[src/rtl/md_pkg.sv]
// Shared encodings for the multi-cycle multiply/divide unit.
package md_pkg;
  typedef enum logic [1:0] {
    OP_MULT  = 2'b00,
    OP_MULTU = 2'b01,
    OP_DIV   = 2'b10,
    OP_DIVU  = 2'b11
  } md_op_e;

  typedef enum logic [1:0] {
    S_IDLE = 2'b00,
    S_RUN  = 2'b01,
    S_FIX  = 2'b10,
    S_DONE = 2'b11
  } md_state_e;
endpackage

[src/rtl/md_iter_step.sv]
// One iteration on {acc, opr}: shift-add for multiply, restoring step for divide.
module md_iter_step #(
  parameter int WIDTH = 32
) (
  input  logic             is_div_i,
  input  logic [WIDTH-1:0] acc_i,
  input  logic [WIDTH-1:0] opr_i,
  input  logic [WIDTH-1:0] m_i,
  output logic [WIDTH-1:0] acc_o,
  output logic [WIDTH-1:0] opr_o
);
  logic [WIDTH:0]   sum;
  logic [WIDTH:0]   sh;
  logic [WIDTH-1:0] rem_sub;
  logic             ge;

  // Multiply: carry out of the add shifts into the top of the product.
  assign sum     = {1'b0, acc_i} + (opr_i[0] ? {1'b0, m_i} : '0);
  // Divide: shifted partial remainder needs one extra bit before the trial subtract.
  assign sh      = {acc_i, opr_i[WIDTH-1]};
  assign ge      = (sh >= {1'b0, m_i});
  assign rem_sub = sh[WIDTH-1:0] - m_i;

  always_comb begin
    acc_o = sum[WIDTH:1];
    opr_o = {sum[0], opr_i[WIDTH-1:1]};
    if (is_div_i) begin
      acc_o = ge ? rem_sub : sh[WIDTH-1:0];
      opr_o = {opr_i[WIDTH-2:0], ge};
    end
  end
endmodule

[src/rtl/mult_div_unit.sv]
// Multi-cycle signed/unsigned MULT/DIV with start/done handshake and HI/LO results.
module mult_div_unit
  import md_pkg::*;
#(
  parameter  int WIDTH = 32,
  localparam int CNT_W = $clog2(WIDTH + 1)
) (
  input  logic             clock,
  input  logic             reset,
  input  logic             start,
  input  logic [1:0]       op,
  input  logic [WIDTH-1:0] a,
  input  logic [WIDTH-1:0] b,
  output logic             busy,
  output logic             done,
  output logic             div_zero,
  output logic [WIDTH-1:0] hi,
  output logic [WIDTH-1:0] lo
);
  md_state_e        state_q;
  md_op_e           op_e;
  logic [CNT_W-1:0] cnt_q;
  logic [WIDTH-1:0] acc_q, opr_q, m_q, hi_q, lo_q;
  logic [WIDTH-1:0] acc_d, opr_d;
  logic             is_div_q, sa_q, sb_q, busy_q, done_q, dz_q;
  logic             sgn, is_div;
  logic [WIDTH-1:0] abs_a, abs_b;
  logic [2*WIDTH-1:0] prod, prod_s;
  logic [WIDTH-1:0] q_s, r_s;

  assign op_e   = md_op_e'(op);
  assign sgn    = (op_e == OP_MULT) || (op_e == OP_DIV);
  assign is_div = (op_e == OP_DIV) || (op_e == OP_DIVU);
  assign abs_a  = (sgn && a[WIDTH-1]) ? -a : a;
  assign abs_b  = (sgn && b[WIDTH-1]) ? -b : b;

  md_iter_step #(.WIDTH(WIDTH)) u_step (
    .is_div_i (is_div_q),
    .acc_i    (acc_q),
    .opr_i    (opr_q),
    .m_i      (m_q),
    .acc_o    (acc_d),
    .opr_o    (opr_d)
  );

  // Sign fix-up; the most-negative / -1 quotient wraps back to itself.
  assign prod   = {acc_q, opr_q};
  assign prod_s = (sa_q ^ sb_q) ? -prod : prod;
  assign q_s    = (sa_q ^ sb_q) ? -opr_q : opr_q;
  assign r_s    = sa_q ? -acc_q : acc_q;

  always_ff @(posedge clock or posedge reset) begin
    if (reset) begin
      state_q  <= S_IDLE;
      cnt_q    <= '0;
      acc_q    <= '0;
      opr_q    <= '0;
      m_q      <= '0;
      hi_q     <= '0;
      lo_q     <= '0;
      is_div_q <= 1'b0;
      sa_q     <= 1'b0;
      sb_q     <= 1'b0;
      busy_q   <= 1'b0;
      done_q   <= 1'b0;
      dz_q     <= 1'b0;
    end else begin
      case (state_q)
        S_IDLE, S_DONE: begin
          done_q  <= 1'b0;
          state_q <= S_IDLE;
          if (start) begin
            dz_q     <= 1'b0;
            is_div_q <= is_div;
            sa_q     <= sgn && a[WIDTH-1];
            sb_q     <= sgn && b[WIDTH-1];
            acc_q    <= '0;
            opr_q    <= abs_a;
            m_q      <= abs_b;
            cnt_q    <= '0;
            if (is_div && (b == '0)) begin
              state_q <= S_DONE;
              done_q  <= 1'b1;
              dz_q    <= 1'b1;
            end else begin
              state_q <= S_RUN;
              busy_q  <= 1'b1;
            end
          end
        end
        S_RUN: begin
          acc_q <= acc_d;
          opr_q <= opr_d;
          cnt_q <= cnt_q + CNT_W'(1);
          if (cnt_q == CNT_W'(WIDTH - 1)) state_q <= S_FIX;
        end
        S_FIX: begin
          busy_q  <= 1'b0;
          done_q  <= 1'b1;
          state_q <= S_DONE;
          if (is_div_q) begin
            hi_q <= r_s;
            lo_q <= q_s;
          end else begin
            hi_q <= prod_s[2*WIDTH-1:WIDTH];
            lo_q <= prod_s[WIDTH-1:0];
          end
        end
        default: state_q <= S_IDLE;
      endcase
    end
  end

  assign busy     = busy_q;
  assign done     = done_q;
  assign div_zero = dz_q;
  assign hi       = hi_q;
  assign lo       = lo_q;
endmodule

[config.mk]
export PLATFORM = sky130hd
export DESIGN_NAME = mult_div_unit
export DESIGN_NICKNAME = d
export VERILOG_FILES = /design/src/rtl/md_pkg.sv /design/src/rtl/md_iter_step.sv /design/src/rtl/mult_div_unit.sv
export SDC_FILE = /design/constraint.sdc
export NUM_CORES = 1
export LEC_CHECK = 0
export CAP_MARGIN = 25
export CORE_MARGIN = 4
export CORE_UTILIZATION = 38
export DETAILED_ROUTE_END_ITERATION = 7
export SLEW_MARGIN = 20
export SYNTH_ARGS = -nofsm -noshare
export SYNTH_HDL_FRONTEND = slang
export SYNTH_SLANG_ARGS = --single-unit
[constraint.sdc]
create_clock -name clock -period 6.84 [get_ports clock]
set_input_delay 1.026 -clock clock [delete_from_list [all_inputs] [get_ports clock]]
set_output_delay 1.026 -clock clock [all_outputs]
set_load 0.01 [all_outputs]
==> results, run 1 <==
- The total overflow left after global routing is 0.
- Entering global routing, the biggest net connects 89 pins.
- The vertical die dimension is 199 µm.
- The weighted congestion reported at the end of routability-driven placement is 0.899.
- For the pin with the worst max-slew slack, the measured transition is 1.02 ns.
- In this run the power density over the cells is 573 mW/mm².
- The first-pass detailed-route iteration total is 5.
- Excluding fillers, the count of instances in the completed layout stands at 2265.
- In this run the count of I/O pins placed on the die edge is 136.
- Yosys attributes the largest share of cell area to sky130_fd_sc_hd__dfrtp_1, sky130_fd_sc_hd__xnor2_1, sky130_fd_sc_hd__ha_1.
- The register area share after synthesis is 0.313.
- The worst-case headroom to the max-slew limit is 0.320.
- Of all nets on the critical path, the largest fanout is 30.
- The initial core utilization is 0.389.
- The summed instance area of the synthesized netlist is 0.0139 mm².
- The main flop type after synthesis is sky130_fd_sc_hd__dfrtp_1.
- The share of the core filled with cells is 0.456.
- The number of gates resized after CTS was 0.
- Input and output buffers added on the ports amount to 135.
- The share of final-layout standard cells stronger than drive strength 1 is 0.0571.
- The smallest clock period supported by the final layout is computed as 4.17 ns.
- After detailed routing, the total wire length is 44200 µm.
- The sink count of the clock tree is 174.
- The instance area after placement is 0.0157 mm².
- The clock network latency to the later pin of the worst-skew pair is 0.45 ns.
- The largest voltage drop on the vdd net is 278 µV.
- TritonCTS built the clock tree.
- After synthesis, the netlist uses 75 different library cells.
- The detail-routed via count per cell is 5.74.
- The horizontal die dimension is 199 µm.
- After synthesis, the share of flip-flops with an asynchronous set or reset is 1.00.
- The DRC violation count after routing is 0.
- The placed instance count is 2231.
- The max-slew violation count is 0.
- The buffer levels on the longest clock path is 2.
- The sum of negative setup slack is 0 ns.
- The critical path is of the reg -> reg type.
- The master cell of the clock root buffer is sky130_fd_sc_hd__clkbuf_16.
- The number of diodes is 0.
- The count of buffers added by post-CTS timing repair for setup is 0.
- The detailed router finished its first iteration with 955 violations.
- The finished cells cover 0.0163 mm².
- On the final layout, the worst clock skew is 0.0207 ns.
- In this run the worst hold path is classified as reg -> reg.
- The net count after synthesis is 1854.
- CTS built an H-tree with a depth of 4.
- The run finished with clean final reports.
- The mean routed wirelength per cell is 19.5 µm.
- The kind of launch point of the worst setup path is a flop.
- Of the available clock period, the critical path in the final layout requires 0.609.
- Across every metal layer, demand over resource in global routing totals 0.218.
- The core footprint is 0.0358 mm².
- The initialized floorplan defines 69 standard-cell rows.
- The arrival time at the worst endpoint is 4.48 ns.
- The die outline area is 0.0398 mm².
- In this run the static leakage power is 6.90 nW.
- Setup violations remaining at the end of the flow were counted as 0.
- Of the post-synthesis cell area, the dominant cell type holds 0.313.
- Clock-pin slew was measured on the worst setup and hold paths at 0.08 ns.
- Setup repair after global routing left no endpoint under its margin.
- The sort of element at the end of the critical path is a flop.
- The wire-length estimate of the detail-placed layout is 33700 µm.
- The largest area contributor in the netlist is sky130_fd_sc_hd__dfrtp_1.
- Counting instances in the post-synthesis netlist gives the leading cell types as sky130_fd_sc_hd__dfrtp_1, sky130_fd_sc_hd__nor2_1, sky130_fd_sc_hd__o21ai_0.
- After clock tree synthesis, the flow added hold-fix buffers numbering 0.
- Buffers inserted during clock tree synthesis total 17.
- The post-synthesis area per instance is 8.14 µm².
- Overall power consumption after layout is estimated at 0.00937 W.
- The number of global-route vias before repair is 12300.
- Derived from the worst setup path, the maximum achievable clock frequency is 0.240 GHz.
- In the synthesized netlist, the number of instances is 1711.
- The required time at the worst-slack endpoint is 7.15 ns.
- Counting flops and latches in the post-synthesis netlist gives 174.
- sky130_fd_sc_hd__dfrtp_1 is the most common cell in the netlist.
- The final layout contains 1934 nets.
- The area growth from synthesis to layout is 17.3%.
- The first-pass GRT wire length is 69300 µm.
- The number of hold-slack violations in the final timing report is 0.
- The initial antenna violation count came to 0.
- During synthesis, Yosys emitted a total of 0 warnings.
- The count of flip-flops with a built-in enable after synthesis is 0.
- Summing over every cut layer, the via total after detailed routing is 13000.
- The number of max-cap violations is 0.
- The count of nets left with antenna violations once routing finished came out at 0.
through the flow:
stage	hold WS, ns	setup slack [ns]
2_1_floorplan	0.450	1.10
3_3_place_gp	0.464	2.65
3_5_place_dp	0.470	2.56
4_1_cts	0.488	2.76
5_1_grt	0.506	2.28
6_report	0.481	2.67
layout by cell type, fill, tap and decap left out, drive strengths merged, types with 6 or more instances in the layout:
cell type | synthesis | layout
and2 | 9 | 9
nor4 | 20 | 20
mux2 | 16 | 16
nand2 | 161 | 161
o31ai | 21 | 21
nor2b | 10 | 10
nand4 | 11 | 11
clkdlybuf4s50 | 0 | 135
a22oi | 8 | 8
nand2b | 21 | 21
o21bai | 7 | 7
a21o | 31 | 31
or4 | 16 | 16
o41ai | 12 | 12
xor2 | 76 | 76
dfrtp | 174 | 174
o211ai | 6 | 6
ha | 72 | 72
a211oi | 11 | 11
clkbuf | 80 | 18
buf | 12 | 17
xnor2 | 105 | 105
or3 | 9 | 9
nand3 | 20 | 20
and3 | 9 | 9
inv | 67 | 74
or2 | 6 | 6
clkinv | 0 | 7
nor2 | 171 | 171
nor3 | 50 | 50
a31oi | 24 | 24
a21oi | 162 | 162
o21ai | 166 | 166
mux2i | 53 | 53
a221oi | 6 | 6
flip-flops by register name (all words and copies together), names as in the netlist, 2 cells and up:
signal   count
state_q      2
lo          32
hi          32
opr_q       32
acc_q       32
m_q         32
cnt_q        6
worst paths after layout:
path | startpoint | end | cells past startpoint | slack [ns]
worst max-delay path | acc_q[14]$_DFFE_PP0P_ | acc_q[31]$_DFFE_PP0P_ | 11 | 2.67
worst min-delay path | m_q[9]$_DFFE_PP0P_ | m_q[9]$_DFFE_PP0P_ | 2 | 0.48
worst max register to register | acc_q[14]$_DFFE_PP0P_ | acc_q[31]$_DFFE_PP0P_ | 11 | 2.67
worst min register to register | m_q[9]$_DFFE_PP0P_ | m_q[9]$_DFFE_PP0P_ | 2 | 0.48
max in group asynchronous | reset | m_q[15]$_DFFE_PP0P_ | 4 | 4.72
min in group asynchronous | reset | hi[4]$_DFFE_PP0P_ | 2 | 1.01
kinds of logic (layout without fill, tap and decap cells):
logic type | Yosys count | count (layout) | synth area share
adders and majority gates | 74 | 74 | 0.0676
and+or+nand+nor | 538 | 538 | 0.186
AOI/OAI and AO/OA | 516 | 516 | 0.226
xor gates and xnor gates | 181 | 181 | 0.114
buffers and inverters | 159 | 252 | 0.0433
muxes | 69 | 69 | 0.0510
DFF | 174 | 174 | 0.313
critical path, cell delays in order (launching register included):
cell and delay, ns:
sky130_fd_sc_hd__dfrtp_1 0.54, sky130_fd_sc_hd__ha_1 0.48, sky130_fd_sc_hd__nand3_1 0.19, sky130_fd_sc_hd__nor2_1 0.15, sky130_fd_sc_hd__a211oi_1 0.07, sky130_fd_sc_hd__o21ai_0 0.44, sky130_fd_sc_hd__o21ai_0 0.33, sky130_fd_sc_hd__a31oi_4 0.41
sky130_fd_sc_hd__buf_4 0.50, sky130_fd_sc_hd__nand2_1 0.29, sky130_fd_sc_hd__a2111oi_0 0.46, sky130_fd_sc_hd__a21oi_1 0.12
final cells by class:
| cell class | count | area, µm² |
|---|---|---|
| clock inverters | 15 | 208 |
| inverters | 67 | 256 |
| clock buffers | 17 | 425 |
| multi-input cells | 1378 | 9010 |
| repair buffers | 153 | 1510 |
| well taps | 461 | 577 |
| fillers | 3526 | 19500 |
| flip-flops and latches | 174 | 4360 |
report_power, final:
part / switching [W] / internal, W / leakage (nW)
Sequential: 0.000664 / 0.00153 / 2.14
Combinational: 0.00358 / 0.00253 / 4.46
Clock: 0.000560 / 0.000509 / 0.299
layer usage:
layer / wire length, µm / up-vias / track usage / share of wire
met1: 22000 / 6183 / 0.346 / 0.50
met2: 18500 / 473 / 0.318 / 0.42
met4: 480 / 0 / 0.0428 / 0.011
met3: 3190 / 36 / 0.0273 / 0.072
li1: - / 6310 / - / -
met5: 0 / - / 0 / 0
(Power assumes the default switching activity.)
==> run 2, diff against run 1 <==
- clock period: 6.84 -> 4.3 ns (I/O delays scaled with it)
==> run 2 against run 1 <==
Effect of this change:
- first-iteration DRC count down 10%
- maximum frequency up 11%
- critical path type unchanged
- cell count up 1.4%
- critical path depth up 3
- combinational power up 64%
- power up 60%
- clock power up 50%
==> results, run 2 (synthesis results as in run 1) <==
- The clock tree skew after final layout is 0.0103 ns (was 0.0207 ns).
- The routed via count was 13100 (was 13000).
- The areal power density over the cells is 906 mW/mm² (was 573 mW/mm²).
- The HPWL after detailed placement is 34200 µm (was 33700 µm).
- The quantity of I/O buffers inserted on ports was 135 (unchanged).
- The die outline area is 0.0398 mm² (unchanged).
- The remaining global-route overflow came to 0 (unchanged).
- The sink count of the clock tree came to 174 (unchanged).
- The initial core utilization is 0.389 (unchanged).
- The number of max-cap violations is 0 (unchanged).
- The register clock-pin slew on the reported worst setup and hold paths is 0.07 ns (was 0.08 ns).
- The master cell of the clock root buffer is sky130_fd_sc_hd__clkbuf_16 (unchanged).
- The most frequent standard cell in the layout excluding fill and tap cells is sky130_fd_sc_hd__dfrtp_1 (unchanged).
- The number of placement rows is 69 (unchanged).
- The number of standard cells in the layout, taps in and fillers out came to 2296 (was 2265).
- The portion of total power attributed to combinational logic is 0.666 (was 0.652).
- The share of the core filled with cells is 0.462 (was 0.456).
- The clock tree from TritonCTS is done (unchanged).
- RSZ-0062 raised after global routing: no (unchanged).
- The mean routed wirelength per cell was 19.2 µm (was 19.5 µm).
- The area growth from synthesis to layout came to 19.0% (was 17.3%).
- The leakage power figure is 7.05 nW (was 6.90 nW).
- The post-cts sizing count was 0 (unchanged).
- The smallest setup slack after layout is 0.531 ns (was 2.67 ns).
- The sequential power share is 0.227 (was 0.234).
- The count of hold-fix buffers inserted at cts is 0 (unchanged).
- The worst-case headroom to the max-slew limit is 0.445 (was 0.320).
- The final critical delay including setup and external delays is 3.77 ns (was 4.17 ns).
- The maximum level of the CTS H-tree is 4 (unchanged).
- The maximum clock frequency is 0.265 GHz (was 0.240 GHz).
- The max-slew violation count is 0 (unchanged).
- The clock network latency to the later pin of the worst-skew pair was 0.44 ns (was 0.45 ns).
- The layout net count came to 1965 (was 1934).
- The iteration-0 DRC count of the detailed router was 859 (was 955).
- Most used cells in the layout excluding fill and tap cells: sky130_fd_sc_hd__dfrtp_1, sky130_fd_sc_hd__nor2_1, sky130_fd_sc_hd__o21ai_0, sky130_fd_sc_hd__a21oi_1, sky130_fd_sc_hd__nand2_1 (unchanged).
- The I/O pin total is 136 (unchanged).
- The weighted congestion reported at the end of routability-driven placement is 0.917 (was 0.899).
- The CTS buffer count came to 17 (unchanged).
- The final setup violation count was 0 (unchanged).
- The maximum number of pins on one net before global-route repair is 76 (was 89).
- The total routed wirelength is 44000 µm (was 44200 µm).
- The sort of element at the end of the critical path is a flop (unchanged).
- The detail-routed via count per cell is 5.71 (was 5.74).
- The global router's overall resource usage came to 0.219 (was 0.218).
- The count of buffers added by post-CTS timing repair for setup is 0 (unchanged).
- The reported net switching power came to 0.00752 W (was 0.00480 W).
- The number of diodes is 0 (unchanged).
- The remaining number of nets flagged by the antenna check after routing is 0 (unchanged).
- The number of global-route vias before repair was 12400 (was 12300).
- The vertical die dimension came to 199 µm (unchanged).
- The share of final-layout standard cells stronger than drive strength 1 came to 0.0725 (was 0.0571).
- The path type of the worst min-delay path is reg -> reg (unchanged).
- The first-pass detailed-route iteration total is 7 (was 5).
- The highest fanout seen on the critical path is 5 (was 30).
- The arrival time at the worst endpoint is 4.10 ns (was 4.48 ns).
- The DRC violation count after routing is 0 (unchanged).
- The cell-internal power is 0.00748 W (was 0.00457 W).
- The kind of launch point of the worst setup path is a flop (unchanged).
- The horizontal die dimension is 199 µm (unchanged).
- The placed instance count is 2264 (was 2231).
- The final clock period utilization by the worst path was 0.876 (was 0.609).
- The largest voltage drop on the vdd net is 363 µV (was 278 µV).
- The number of hold-slack violations in the final timing report is 0 (unchanged).
- The sum of negative setup slack is 0 ns (unchanged).
- The core footprint is 0.0358 mm² (unchanged).
- The initial antenna violation count is 1 (was 0).
- Outcome: completed (unchanged).
- The actual slew at the worst max-slew pin is 0.812 ns (was 1.02 ns).
- The pre-CTS setup slack came to 0.402 ns (was 2.56 ns).
- The buffer levels on the longest clock path is 2 (unchanged).
- The type of the worst setup path is reg -> reg (unchanged).
- The first-pass GRT wire length was 69500 µm (was 69300 µm).
- The clock power share is 0.107 (was 0.114).
- The switching fraction of total power is 0.501 (was 0.512).
- The required time at the worst-slack endpoint is 4.63 ns (was 7.15 ns).
-- run 2: power groups by stage --
stage | Sequential, W | Combinational, W | Clock [W]
floorplan | 0.00314 | 0.00685 | 0
global placement | 0.00339 | 0.00976 | 0
detailed placement | 0.00342 | 0.00985 | 0
CTS | 0.00339 | 0.00990 | 0.00164
global route | 0.00353 | 0.0110 | 0.00170
finish | 0.00341 | 0.00999 | 0.00160
-- run 2: final cells by class --
type | count | area (µm²)
Timing Repair Buffer | 184 | 1780
Tap cell | 461 | 577
Sequential cell | 174 | 4360
Fill cell | 3545 | 19300
Clock buffer | 19 | 443
Multi-Input combinational cell | 1378 | 9010
Inverter | 67 | 255
Clock inverter | 13 | 145
-- run 2: per-layer routing --
metal,share of wire,up-vias,global-route usage
met5,0.00030,-,0
met4,0.021,2,0.0611
met2,0.41,440,0.311
met1,0.50,6223,0.342
li1,-,6365,-
met3,0.069,69,0.0359
-- run 2: final timing paths --
path | cells past startpoint | startpoint | end | slack [ns]
max | 14 | opr_q[31]$_DFFE_PP0P_ | acc_q[30]$_DFFE_PP0P_ | 0.53
min in group asynchronous | 2 | reset | hi[6]$_DFFE_PP0P_ | 0.72
max reg2reg | 14 | opr_q[31]$_DFFE_PP0P_ | acc_q[30]$_DFFE_PP0P_ | 0.53
min reg2reg | 2 | m_q[10]$_DFFE_PP0P_ | m_q[10]$_DFFE_PP0P_ | 0.48
max in group asynchronous | 3 | reset | m_q[22]$_DFFE_PP0P_ | 2.84
min | 2 | m_q[10]$_DFFE_PP0P_ | m_q[10]$_DFFE_PP0P_ | 0.48
-- run 2: critical path, stage by stage, from the launching register on --
cell and delay (ns):
sky130_fd_sc_hd__dfrtp_1 0.46, sky130_fd_sc_hd__inv_1 0.18, sky130_fd_sc_hd__ha_1 0.20, sky130_fd_sc_hd__inv_1 0.05
sky130_fd_sc_hd__fa_1 0.39, sky130_fd_sc_hd__a21o_1 0.21, sky130_fd_sc_hd__a221o_1 0.36, sky130_fd_sc_hd__nand2_1 0.09
sky130_fd_sc_hd__nand2_1 0.18, sky130_fd_sc_hd__a2111oi_0 0.52, sky130_fd_sc_hd__buf_4 0.21, sky130_fd_sc_hd__nor4b_1 0.05
sky130_fd_sc_hd__o31ai_1 0.35, sky130_fd_sc_hd__nand3_1 0.12, sky130_fd_sc_hd__a32o_1 0.28
-- run 2: stage by stage --
stage	total power [W]	hold slack [ns]	cell area, µm²
finish	0.0150	0.482	16600
global route	0.0162	0.509	16600
CTS	0.0149	0.488	16600
detailed placement	0.0133	0.471	16000
global placement	0.0132	0.462	16000
floorplan	0.00999	0.450	13900
==> run 3, diff against run 2 <==
- TNS_END_PERCENT: unset -> 1
==> results of run 3 <==
No change in the layout: final DEF, timing and power equal those of run 2.
